## src/rtl/jt900h_muldiv_pkg.sv

```systemverilog
// Shared encodings for the TLCS-900H iterative multiply/divide unit.
package jt900h_muldiv_pkg;

   // Operation selector as driven by the control unit
   localparam logic [1:0] MD_MUL  = 2'b00;
   localparam logic [1:0] MD_MULS = 2'b01;
   localparam logic [1:0] MD_DIV  = 2'b10;
   localparam logic [1:0] MD_DIVS = 2'b11;

   typedef enum logic [1:0] {
      ST_IDLE = 2'd0,
      ST_CALC = 2'd1,
      ST_FIX  = 2'd2
   } state_t;

endpackage

```

## src/rtl/jt900h_muldiv_sign.sv

```systemverilog
// Sign handling for jt900h_muldiv: operand magnitudes and result signs at
// accept time, sign correction and overflow detection at the fix-up step.
module jt900h_muldiv_sign
   import jt900h_muldiv_pkg::*;
#(
   parameter int unsigned W = 16
) (
   input  logic [1:0]     mode,
   input  logic [2*W-1:0] op0,
   input  logic [W-1:0]   op1,
   output logic [2*W-1:0] mag0_c,
   output logic [W-1:0]   mag1_c,
   output logic           qneg_c,
   output logic           rneg_c,
   output logic           dz_c,
   output logic           big_c,
   input  logic [1:0]     fix_mode,
   input  logic [2*W-1:0] fix_acc,
   input  logic           fix_qneg,
   input  logic           fix_rneg,
   input  logic           fix_dz,
   input  logic           fix_big,
   output logic [2*W-1:0] res_c,
   output logic           v_c
);

   localparam int unsigned W2 = 2 * W;
   localparam logic [W-1:0] HALF = {1'b1, {(W-1){1'b0}}};

   logic [W-1:0] mcand;
   logic [W-1:0] qmag;
   logic [W-1:0] rmag;

   // Accept side: magnitudes, result signs, divide-by-zero and |quotient| >= 2^W
   always_comb begin
      mag0_c = op0;
      mag1_c = op1;
      qneg_c = 1'b0;
      rneg_c = 1'b0;
      dz_c   = 1'b0;
      big_c  = 1'b0;
      mcand  = op0[W-1:0];
      if (mode[1]) begin
         if (mode[0] && op0[W2-1]) mag0_c = -op0;
         if (mode[0] && op1[W-1])  mag1_c = -op1;
         qneg_c = mode[0] & (op0[W2-1] ^ op1[W-1]);
         rneg_c = mode[0] & op0[W2-1];
         dz_c   = (op1 == '0);
         big_c  = (mag0_c[W2-1:W] >= mag1_c);
      end else begin
         if (mode[0] && mcand[W-1]) mcand = -op0[W-1:0];
         if (mode[0] && op1[W-1])   mag1_c = -op1;
         mag0_c = {{W{1'b0}}, mcand};
         qneg_c = mode[0] & (op0[W-1] ^ op1[W-1]);
      end
   end

   // Fix-up side: apply result signs and flag quotients that do not fit
   always_comb begin
      qmag  = fix_acc[W-1:0];
      rmag  = fix_acc[W2-1:W];
      res_c = fix_acc;
      v_c   = 1'b0;
      if (fix_mode[1]) begin
         res_c = {fix_rneg ? -rmag : rmag, fix_qneg ? -qmag : qmag};
         v_c   = fix_dz | fix_big;
         if (fix_mode[0]) v_c = v_c | (fix_qneg ? (qmag > HALF) : qmag[W-1]);
      end else if (fix_qneg) begin
         res_c = -fix_acc;
      end
   end

endmodule

```

## src/rtl/jt900h_muldiv.sv

```systemverilog
// Iterative multiply/divide unit: shift-add multiply, restoring divide,
// one bit per cen edge, with start/busy/done handshake.
module jt900h_muldiv
   import jt900h_muldiv_pkg::*;
#(
   parameter int unsigned W = 16
) (
   input  logic           rst,
   input  logic           clk,
   input  logic           cen,
   input  logic           start,
   input  logic [1:0]     mode,
   input  logic [2*W-1:0] op0,
   input  logic [W-1:0]   op1,
   output logic           busy,
   output logic           done,
   output logic [2*W-1:0] dout,
   output logic           v
);

   localparam int unsigned W2 = 2 * W;
   localparam int unsigned CW = (W > 1) ? $clog2(W) : 1;
   localparam logic [CW-1:0] CNT_LAST = CW'(W - 1);

   state_t         state_q, state_d;
   logic [CW-1:0]  cnt_q, cnt_d;
   logic [W2-1:0]  acc_q, acc_d;
   logic [W-1:0]   sh_q, sh_d;
   logic [W-1:0]   dv_q, dv_d;
   logic [W2-1:0]  op0_q, op0_d;
   logic [1:0]     mode_q, mode_d;
   logic           qneg_q, qneg_d, rneg_q, rneg_d;
   logic           dz_q, dz_d, big_q, big_d;
   logic           busy_q, busy_d, done_q, done_d, v_q, v_d;
   logic [W2-1:0]  dout_q, dout_d;

   logic [W2-1:0]  mag0_c, res_c;
   logic [W-1:0]   mag1_c;
   logic           qneg_c, rneg_c, dz_c, big_c, v_c;
   logic [W:0]     mul_sum, div_top;
   logic [W-1:0]   div_diff;
   logic           div_ge;

   jt900h_muldiv_sign #(.W(W)) u_sign (
      .mode     (mode),
      .op0      (op0),
      .op1      (op1),
      .mag0_c   (mag0_c),
      .mag1_c   (mag1_c),
      .qneg_c   (qneg_c),
      .rneg_c   (rneg_c),
      .dz_c     (dz_c),
      .big_c    (big_c),
      .fix_mode (mode_q),
      .fix_acc  (acc_q),
      .fix_qneg (qneg_q),
      .fix_rneg (rneg_q),
      .fix_dz   (dz_q),
      .fix_big  (big_q),
      .res_c    (res_c),
      .v_c      (v_c)
   );

   // One iteration step: partial-product add and trial subtraction
   always_comb begin
      mul_sum  = {1'b0, acc_q[W2-1:W]} + (sh_q[0] ? {1'b0, dv_q} : '0);
      div_top  = acc_q[W2-1:W-1];
      div_ge   = (div_top >= {1'b0, dv_q});
      div_diff = div_top[W-1:0] - dv_q;
   end

   // Next-state and datapath control
   always_comb begin
      state_d = state_q;
      cnt_d   = cnt_q;
      acc_d   = acc_q;
      sh_d    = sh_q;
      dv_d    = dv_q;
      op0_d   = op0_q;
      mode_d  = mode_q;
      qneg_d  = qneg_q;
      rneg_d  = rneg_q;
      dz_d    = dz_q;
      big_d   = big_q;
      busy_d  = busy_q;
      done_d  = done_q;
      dout_d  = dout_q;
      v_d     = v_q;
      if (cen) begin
         done_d = 1'b0;
         case (state_q)
            ST_IDLE: begin
               if (start) begin
                  op0_d   = op0;
                  mode_d  = mode;
                  qneg_d  = qneg_c;
                  rneg_d  = rneg_c;
                  dz_d    = dz_c;
                  big_d   = big_c;
                  cnt_d   = '0;
                  busy_d  = 1'b1;
                  acc_d   = mode[1] ? mag0_c : '0;
                  dv_d    = mode[1] ? mag1_c : mag0_c[W-1:0];
                  sh_d    = mode[1] ? '0 : mag1_c;
                  state_d = dz_c ? ST_FIX : ST_CALC;
               end
            end
            ST_CALC: begin
               if (mode_q[1]) begin
                  acc_d = {div_ge ? div_diff : div_top[W-1:0], acc_q[W-2:0], div_ge};
               end else begin
                  acc_d = {mul_sum, acc_q[W-1:1]};
                  sh_d  = sh_q >> 1;
               end
               cnt_d = (cnt_q == CNT_LAST) ? '0 : cnt_q + CW'(1);
               if (cnt_q == CNT_LAST) state_d = ST_FIX;
            end
            ST_FIX: begin
               dout_d  = v_c ? op0_q : res_c;
               v_d     = v_c;
               done_d  = 1'b1;
               busy_d  = 1'b0;
               state_d = ST_IDLE;
            end
            default: state_d = ST_IDLE;
         endcase
      end
   end

   // State and datapath registers
   always_ff @(posedge clk or posedge rst) begin
      if (rst) begin
         state_q <= ST_IDLE;
         cnt_q   <= '0;
         acc_q   <= '0;
         sh_q    <= '0;
         dv_q    <= '0;
         op0_q   <= '0;
         mode_q  <= '0;
         qneg_q  <= 1'b0;
         rneg_q  <= 1'b0;
         dz_q    <= 1'b0;
         big_q   <= 1'b0;
         busy_q  <= 1'b0;
         done_q  <= 1'b0;
         dout_q  <= '0;
         v_q     <= 1'b0;
      end else begin
         state_q <= state_d;
         cnt_q   <= cnt_d;
         acc_q   <= acc_d;
         sh_q    <= sh_d;
         dv_q    <= dv_d;
         op0_q   <= op0_d;
         mode_q  <= mode_d;
         qneg_q  <= qneg_d;
         rneg_q  <= rneg_d;
         dz_q    <= dz_d;
         big_q   <= big_d;
         busy_q  <= busy_d;
         done_q  <= done_d;
         dout_q  <= dout_d;
         v_q     <= v_d;
      end
   end

   assign busy = busy_q;
   assign done = done_q;
   assign dout = dout_q;
   assign v    = v_q;

endmodule

```

## config.mk

```make
export PLATFORM = sky130hd
export DESIGN_NAME = jt900h_muldiv
export DESIGN_NICKNAME = d
export VERILOG_FILES = /design/src/rtl/jt900h_muldiv_pkg.sv /design/src/rtl/jt900h_muldiv_sign.sv /design/src/rtl/jt900h_muldiv.sv
export SDC_FILE = /design/constraint.sdc
export NUM_CORES = 1
export LEC_CHECK = 0
export BUFFER_PORTS_ARGS = -buffer_cell sky130_fd_sc_hd__buf_2
export CAP_MARGIN = 20
export CORE_UTILIZATION = 55
export DETAILED_ROUTE_END_ITERATION = 10
export HOLD_SLACK_MARGIN = 0.15
export PLACE_DENSITY = 0.84
export SLEW_MARGIN = 20
export SYNTH_ARGS = -nofsm -noshare
export SYNTH_HDL_FRONTEND = slang
export SYNTH_HIERARCHICAL = 1
export SYNTH_SLANG_ARGS = --single-unit
```

## constraint.sdc

```tcl
create_clock -name clk -period 4.14 [get_ports clk]
set_clock_uncertainty 0.15 [all_clocks]
set_input_delay 0.207 -clock clk [delete_from_list [all_inputs] [get_ports clk]]
set_output_delay 0.207 -clock clk [all_outputs]
set_load 0.02 [all_outputs]
```

======== Word-level counts from Yosys, hierarchy flattened ========
Index checks and enable logic that the tools add are counted.
cells by class
  eq/ne operators ......................... 6
  reduce and logical (&&, ||, !) cells .... 13
  muxes and demuxes ....................... 40
  bitwise gates (word level) .............. 7
  add/sub/neg operators ................... 9
  $lt $le $gt $ge ......................... 3
operators with widths
  kind                                                            number
  32-bit two-way mux                                              9
  16-bit two-way mux                                              12
  16-bit negator                                                  4
  32-bit negator                                                  2
  32-bit one-hot mux with 2 select lines                          1
  16-bit one-hot mux with 2 select lines                          1
  16-bit by 16-bit adder with 17-bit output                       1
  17-bit by 16-bit >= comparator with 1-bit output                1
  16-bit >= comparator                                            1
  16-bit greater-than comparator (second input constant)          1
  16-bit logical NOT                                              1
  16-bit subtractor                                               1
  3-bit AND reduction                                             4
  1-bit two-way mux                                               9
  4-bit two-way mux                                               2
  4-bit one-hot mux with 2 select lines                           1
  2-bit two-way mux                                               3
  2-bit inequality test (second input constant)                   3
  4-bit by 1-bit adder with 4-bit output (second input constant)  1
  4-bit equality test (second input constant)                     1
  2-bit one-hot mux with 2 select lines                           1
  4-bit AND reduction                                             1
  2-bit nonzero test                                              2
  1-bit bitwise AND                                               3
  other kinds (8)                                                 12
word-level totals
  flip-flop bits (word level) ............. 143
  output and inout port bits .............. 35

======== Longest topological paths before layout ========
Gate-level depths: netlist of the first run.
  depth in word-level cells ............... 7
  depth in mapped cells ................... 13
  mapped depth without buffers ............ 13

======== Cells and area by module ========
The synthesis of the first run kept the hierarchy.
modules (own cells, without submodules)
  module              cells each  area an instance (sq um)  times used
  jt900h_muldiv       863         8255.4                    1
  jt900h_muldiv_sign  360         2378.5                    1

======== Worst setup path before layout of the first run ========
Ideal clock, no wire load.
  kind .................................... reg-to-reg
  from .................................... reg sh_q[0]
  to ...................................... reg acc_q[29]
  arrival time ............................ 2728 ps
  cell stages (with the launch flop) ...... 13
  slack ................................... 1167 ps
  buffers on the path ..................... 1
  required time ........................... 3894 ps
  clock period less this slack ............ 2973 ps
  path through ............................ dfrtp_1 clkbuf_1 and2_1 ha_1 fa_1 a211oi_1 o21ai_0 a31oi_1 o31ai_1 a31o_2 xor2_1 nor2_1 o31ai_1
on the way
  word-level cells in the longest chain between the ends .. 4
ends and longest elaborated chain
  element                                    line                  text
  from (decl)                                jt900h_muldiv.sv:28   logic [W-1:0] sh_q, sh_d;
  from (signal assigned)                     jt900h_muldiv.sv:136  sh_q <= '0;
  from (signal assigned)                     jt900h_muldiv.sv:152  sh_q <= sh_d;
  16-bit two-way mux                         jt900h_muldiv.sv:66   mul_sum = {1'b0, acc_q[W2-1:W]} + (sh_q[0] ? {1'b0, dv_q} : '0);
  16-bit by 16-bit adder with 17-bit output  jt900h_muldiv.sv:66
  32-bit two-way mux                         jt900h_muldiv.sv:109  if (mode_q[1]) begin
  32-bit one-hot mux with 2 select lines     jt900h_muldiv.sv:91   case (state_q)
  to (signal assigned)                       jt900h_muldiv.sv:135  acc_q <= '0;
  to (signal assigned)                       jt900h_muldiv.sv:151  acc_q <= acc_d;
  to (decl)                                  jt900h_muldiv.sv:27   logic [W2-1:0] acc_q, acc_d;
No other way between the ends.
A chain may end at the register's enable or synchronous reset.

======== Worst setup path in the final report of the first run ========
  from .................................... in op0[14]
  to ...................................... reg big_q
on the way
  word-level cells in the longest chain between the ends .. 5
ends and longest elaborated chain
  element               line                      text
  from (decl)           jt900h_muldiv.sv:13       input logic [2*W-1:0] op0,
  32-bit negator        jt900h_muldiv_sign.sv:44  if (mode[0] && op0[W2-1]) mag0_c = -op0;
  32-bit two-way mux    jt900h_muldiv_sign.sv:44
  32-bit two-way mux    jt900h_muldiv_sign.sv:43  if (mode[1]) begin
  16-bit >= comparator  jt900h_muldiv_sign.sv:49  big_c = (mag0_c[W2-1:W] >= mag1_c);
  1-bit two-way mux     jt900h_muldiv_sign.sv:43
  net big_c             jt900h_muldiv.sv:39       logic qneg_c, rneg_c, dz_c, big_c, v_c;
  to (signal assigned)  jt900h_muldiv.sv:159      big_q <= big_d;
  to (decl)             jt900h_muldiv.sv:33       logic dz_q, dz_d, big_q, big_d;
The timed path passes the listed nets, and every way through them passes these cells. The select of a mux whose other input is x is not followed.

==> impl_results.md, run 1 <==
* Slew Limit Fails at 0
* Syn avg cell area at just under 9 um2
* CP startpoint kind: input pin
* I/O Buffers at 88
* CTS Buffer Depth at 2
* Maximum VDD drop at 0.000338 V
* RePlAce Congestion at ~0.94
* Compound-Gate Fraction of Synth Area at 0.184
* 1st-iter DRT viols at ~1100
* Post-synth EDFFs at 0
* Top cells by area, synth: dfrtp_1 (34%), mux2i_1 (6.8%), ha_1 (6.2%), xnor2_1 (5.8%), o21ai_0 (5.6%)
* Max frequency at roughly 260 MHz
* Remaining global-route overflow at 0
* Synthesized cell area at 10600 um2
* Drt drc at 0
* Yosys top cell by area: dfrtp_1
* Pwr/cell area at between 700 and 800 nW/um2
* HPWL reported at the end of detailed placement at 22700 um
* Initial antenna violation count at 1
* Root Buffer: clkbuf_16
* Cts repair resizes at 0
* Die Width at 141 um
* Routed wire length at 32500 um
* Worst-skew pair later-pin latency at 440 ps
* Std-Cell Rows at 50
* Vias in the first global route at 9370
* Area of the core at 18800 um2
* Simple-gate portion of the synthesized area at 0.179
* Nets at 1432
* Most frequent cells in the layout: dfrtp_1 (143), nand2_1 (130), o21ai_0 (116)
* First-pass GRT wire length at 50300 um
* Placed cells at approximately 1500
* H-tree depth at 4
* Kind of critical path: input pin to flop
* Crit path capture type: flop
* Number of max-cap violations at 0
* Main synth FF type: dfrtp_1
* Die Span Y at 141 um
* Vias at 10100
* Final period util at 0.932
* Largest net degree at the start of global routing at 75
* Post-synthesis xor/xnor area fraction at 0.0790
* Worst Tran Pin Value at 1050 ps
* Synthesized flop and latch total at 143
* Ports at 89
* Final Hold Viols at 0
* Clock period minus worst slack at ~3900 ps
* Synth cell types at 73
* Syn Inst Count at around 1200
* GRT Total Usage at 0.330
* FFs w/ async S/R, synth at 1.00
* Crit Path Max Fanout at 9
* Pre-antenna DRT Iters at 6
* Final WS setup at 280 ps
* CTS tree: done
* Warnings, synthesis at 6
* CTS clk-pin slew, worst paths at roughly 60 ps
* Vias per inst at 6.30
* Num CTS Buffers at 17
* Initial Util at 0.565
* RSZ-0062 raised after global routing: no
* Top cell type's share of synthesized area at 0.337
* Remaining antenna violation count at 0
* Final setup violation count at 0
* WHS at 173 ps
* Synth-to-Final Area Change at 15.5%
* Largest family of logic cells by synthesized area: compound AO/OA/AOI/OAI gates
* Die ar. at 19900 um2
* Worst Hold Class: input pin to flop
* Ratio of cells with drive above 1 in the final layout at 0.150
* Adder-cell share of the synthesized area at 0.0661
* Clock net sink count at between 100 and 150
* Arrival time worst endpoint at 4020 ps
* Sequential area share after synthesis at 0.337
* Mux contribution to synthesized area at 0.114
* Final non-filler cell total at between 1500 and 2000
* Setup TNS at 0 ps
* Outcome: completed
* Lkg Pwr at 5.39 nW
* Syn Nets at 1332
* Rel. slew slack at 0.296
* DR WL/cell at just over 20 um
* Commonest non-fill, non-tap cell in the layout: dfrtp_1
* Pre-CTS setup slack at 502 ps
* CP Data Required Time at roughly 4300 ps
[cell type report]
cell class | instances | area (um2)
multi-input combinational | 972 | 6670
fill | 1469 | 6550
sequential | 143 | 3580
timing repair buffer | 141 | 961
clock buffer | 18 | 439
tap | 260 | 325
inverter | 48 | 184
clock inverter | 14 | 125
antenna | 1 | 2.50
[where the power goes]
group          internal (W)  switching (W)
logic               0.00223        0.00300
registers           0.00193       0.000687
clock network      0.000801       0.000686
total               0.00496        0.00437
[registers in the layout, indices dropped and copies added, names as in the netlist]
| signal | count |
|---|---|
| busy | 1 |
| done | 1 |
| mode_q | 2 |
| qneg_q | 1 |
| op0_q | 32 |
| dv_q | 16 |
| v | 1 |
| dout | 32 |
| rneg_q | 1 |
| state_q | 2 |
| big_q | 1 |
| dz_q | 1 |
| sh_q | 16 |
| cnt_q | 4 |
| acc_q | 32 |
[metal layers]
metal | up-vias | GRT usage | part of all wire | routed length [um]
li1 | 4601 | - | - | -
met3 | 111 | 0.0751 | 0.090 | 2940
met1 | 4746 | 0.440 | 0.41 | 13400
met2 | 599 | 0.522 | 0.46 | 15000
met5 | - | 0 | 0 | 0
met4 | 0 | 0.127 | 0.039 | 1260
[critical path, cell delays in order]
cell and delay (ps):
dlygate4sd3_1 530, buf_2 150, nor4_1 670, nand2_1 380
or3_1 450, o31ai_1 250, and2_1 160, ha_1 230
a21oi_1 140, o21ai_0 140, nor4_1 360, nor2_1 80
mux2_2 260
[per-stage QoR]
stage	area, um2	util	power [W]
finish	12300	0.652	0.00933
global route	12300	0.652	0.00991
CTS	12300	0.652	0.00916
detailed placement	11300	0.601	0.00761
global placement	11300	0.601	0.00743
floorplan	10600	-	0.00627
[cells by family after synthesis]
group,after synthesis
AO/OA/AOI/OAI,323
XOR/XNOR,95
adder cells (fa/ha/maj),55
buffers and inverters,108
flip-flops,143
multiplexers,115
AND/OR/NAND/NOR,384
[final timing paths]
path / cells past startpoint / slack (ps) / startpoint / endpoint
min in group asynchronous: 3 / 260 / rst / dout[12]
worst min-delay path: 5 / 170 / op1[9] / dv_q[9]
max in group asynchronous: 4 / 2610 / rst / acc_q[26]
worst max register to register: 11 / 690 / sh_q[0] / acc_q[29]
worst max-delay path: 13 / 280 / op0[14] / big_q
worst min register to register: 2 / 320 / dout[23] / dout[23]
[synthesized netlist by cell type (9+ instances only)]
| cell type | instances |
|---|---|
| a21o_1 | 10 |
| nor2_1 | 88 |
| xor2_1 | 24 |
| nor4_1 | 10 |
| o31ai_1 | 21 |
| nand3_1 | 16 |
| nor3_1 | 19 |
| a21oi_1 | 76 |
| dfrtp_1 | 143 |
| inv_1 | 47 |
| a31oi_1 | 22 |
| mux2_2 | 39 |
| nor2b_1 | 9 |
| and2_1 | 38 |
| or3_1 | 13 |
| xnor2_1 | 70 |
| clkbuf_1 | 51 |
| nand2_1 | 130 |
| o21ai_0 | 118 |
| o41ai_1 | 10 |
| ha_1 | 53 |
| nor3b_1 | 20 |
| mux2i_1 | 72 |
[repair_timing]
item | in CTS | in global routing
hold buffers | 39 | 0
hold endpoints to repair | 70 | 0
setup buffers | 0 | 0
Note: power is estimated with default switching activity, not from simulation.
==> run 2, diff against run 1 <==
--- a/config.mk
+++ b/config.mk
@@ -5,12 +5,15 @@
 export SDC_FILE = /design/constraint.sdc
 export NUM_CORES = 1
 export LEC_CHECK = 0
+export ABC_CLOCK_PERIOD_IN_PS = 4140
 export BUFFER_PORTS_ARGS = -buffer_cell sky130_fd_sc_hd__buf_2
 export CAP_MARGIN = 20
-export CORE_UTILIZATION = 55
+export CELL_PAD_IN_SITES_DETAIL_PLACEMENT = 0
+export CELL_PAD_IN_SITES_GLOBAL_PLACEMENT = 1
+export CORE_UTILIZATION = 42
 export DETAILED_ROUTE_END_ITERATION = 10
 export HOLD_SLACK_MARGIN = 0.15
-export PLACE_DENSITY = 0.84
+export PLACE_DENSITY = 0.83
 export SLEW_MARGIN = 20
 export SYNTH_ARGS = -nofsm -noshare
 export SYNTH_HDL_FRONTEND = slang
==> run 2 against run 1 <==
  * Non-clock buffer count rose by 8
  * Worst setup slack improved by 250 ps
  * Cell area rose by 1.5%
  * Sequential cell count stayed put
  * Sequential share of layout area decreased by 0.43 points
  * Largest power group unchanged
  * Highest routed layer unchanged
==> impl_results.md, run 2 (same netlist as run 1, synthesis figures left out) <==
* Final period util at 0.871 (-0.0611)
* Outcome: completed
* Setup TNS at 0 ps (unchanged)
* Layer with the highest usage: met2
* Nets at 1440 (+0.56%)
* Die Width at 161 um (+14%)
* CP peak stage delay at 560 ps (-110 ps)
* Post-layout util at 0.507 (-0.146)
* CTS tree: done
* Pre-antenna DRT Iters at 8 (+2)
* Pre-CTS setup slack at 673 ps (+171 ps)
* M3 GR Usage at 0.0408 (-0.0342)
* First-pass GRT wire length at 50900 um (+1.2%)
* CTS clk-pin slew, worst paths at 60 ps (about the same)
* Die Span Y at 161 um (+14%)
* HPWL reported at the end of detailed placement at 23700 um (+4.4%)
* Routed wire length at 32100 um (-1.4%)
* GR Layer Usage met2 at 0.383 (-0.139)
* CP Data Required Time at 4290 ps (about the same)
* Slew Limit Fails at 0 (unchanged)
* Final non-filler cell total at 1668 (+4.4%)
* Clock period minus worst slack at 3610 ps (-253 ps)
* Worst Tran Pin Value at 931 ps (-121 ps)
* Final WS setup at 533 ps (+253 ps)
* Worst Hold Class: input pin to flop
* Clock net sink count at 143 (unchanged)
* Lkg Pwr at 5.45 nW (+1.1%)
* Crit path capture type: flop
* Initial antenna violation count at 0 (-1)
* Drt drc at 0 (unchanged)
* Pwr/cell area at 756 nW/um2 (-0.47%)
* Maximum VDD drop at 0.000352 V (+4.1%)
* Slowest stage cell, crit path: nor4_1
* Placed cells at 1597 (+4.7%)
* Kind of critical path: input pin to flop
* Final Hold Viols at 0 (unchanged)
* RePlAce Congestion at 0.956 (+1.7%)
* Global Route met1 Usage at 0.362 (-0.0778)
* ANT cells at 0 (-1)
* Most frequent cells in the layout: dfrtp_1 (143), nand2_1 (130), o21ai_0 (116)
* Rel. slew slack at 0.378 (+0.0820)
* H-tree depth at 4 (unchanged)
* Std-Cell Rows at 57 (+14%)
* Initial Util at 0.432 (-0.133)
* GRT Total Usage at 0.253 (-0.0771)
* CTS Buffer Depth at 2 (unchanged)
* Remaining global-route overflow at 0 (unchanged)
* Crit Path Max Fanout at 4 (-5)
* Remaining antenna violation count at 0 (unchanged)
* Vias per inst at 5.75 (-8.7%)
* Number of max-cap violations at 0 (unchanged)
* Num CTS Buffers at 17 (unchanged)
* Synth-to-Final Area Change at 17.2%
* Ratio of cells with drive above 1 in the final layout at 0.153 (+0.00357)
* Area of the core at 24600 um2 (+31%)
* Worst-skew pair later-pin latency at 420 ps (-20 ps)
* Final setup violation count at 0 (unchanged)
* 1st-iter DRT viols at 1036 (-9.4%)
* Vias at 9588 (-4.7%)
* DR WL/cell at 19.2 um (-5.6%)
* Max frequency at 277 MHz (+7.0%)
* I/O Buffers at 88 (unchanged)
* PnR Total Power at 0.00943 W (+1.0%)
* Largest net degree at the start of global routing at 144 (+92%)
* Die ar. at 26000 um2 (+30%)
* CP startpoint kind: input pin
* Root Buffer: clkbuf_16
* Ports at 89 (unchanged)
* Arrival time worst endpoint at 3760 ps (-260 ps)
* Vias in the first global route at 9061 (-3.3%)
* Commonest non-fill, non-tap cell in the layout: dfrtp_1
* Reg2reg setup slack at 700 ps (about the same)
* Worst path cell trace: dlygate4sd3_1 > buf_2 > nor4_1 > nand2_1 > nor3_1 > nor2_1 > xnor2_1 > ha_1 > a21oi_1 > o21ai_0 > nor4_1 > nor2_1 > mux2_2
* RSZ-0062 raised after global routing: no
==> run 2: path summary, 6_finish.rpt <==
| check | startpoint | end | depth (start not counted) |
|---|---|---|---|
| worst max register to register | acc_q[2] | dout[27] | 8 |
| min in group asynchronous | rst | op0_q[14] | 4 |
| max in group asynchronous | rst | acc_q[22] | 4 |
| worst min register to register | dout[25] | dout[25] | 2 |
| worst max-delay path | op1[2] | big_q | 13 |
| worst min-delay path | op1[14] | dv_q[14] | 4 |
==> run 2: final cells by class <==
type | count | area (um2)
clock inverter | 13 | 179
timing repair buffer | 149 | 1020
fill | 2333 | 12100
multi-input combinational | 972 | 6670
sequential | 143 | 3580
inverter | 48 | 184
clock buffer | 19 | 433
tap | 324 | 405
==> run 2: what timing repair did <==
item | CTS | global route
gates resized for setup | 0 | 0
hold buffers | 39 | 0
hold endpoints to repair | 185 | 0
setup buffers | 0 | 0
==> run 2: per-stage QoR <==
stage	cell area (um2)	hold WS (ps)
5_1_grt	12500	163
4_1_cts	12500	152
6_report	12500	165
3_3_place_gp	11500	303
2_1_floorplan	10600	209
3_5_place_dp	11500	315
==> run 2: where the power goes <==
part           switching (W)  total, W  leakage [nW]  internal (W)
logic                0.00297   0.00524          3.35       0.00228
registers           0.000626   0.00255          1.82       0.00193
clock network       0.000666   0.00163         0.288      0.000963
total                0.00426   0.00943          5.45       0.00517
==> run 2: critical path: cells and delay by family <==
| family | cells | cell delay (ps) |
|---|---|---|
| AOI/OAI and AO/OA | 2 | 300 |
| xor gates and xnor gates | 1 | 170 |
| adders and majority gates | 1 | 310 |
| buffers and inverters | 2 | 660 |
| muxes | 1 | 260 |
| and+or+nand+nor | 6 | 1830 |
==> run 2: layer usage <==
layer	up-vias	part of all wire
li1	4618	-
met1	4594	0.48
met2	324	0.44
met3	52	0.056
met4	0	0.027
met5	-	0
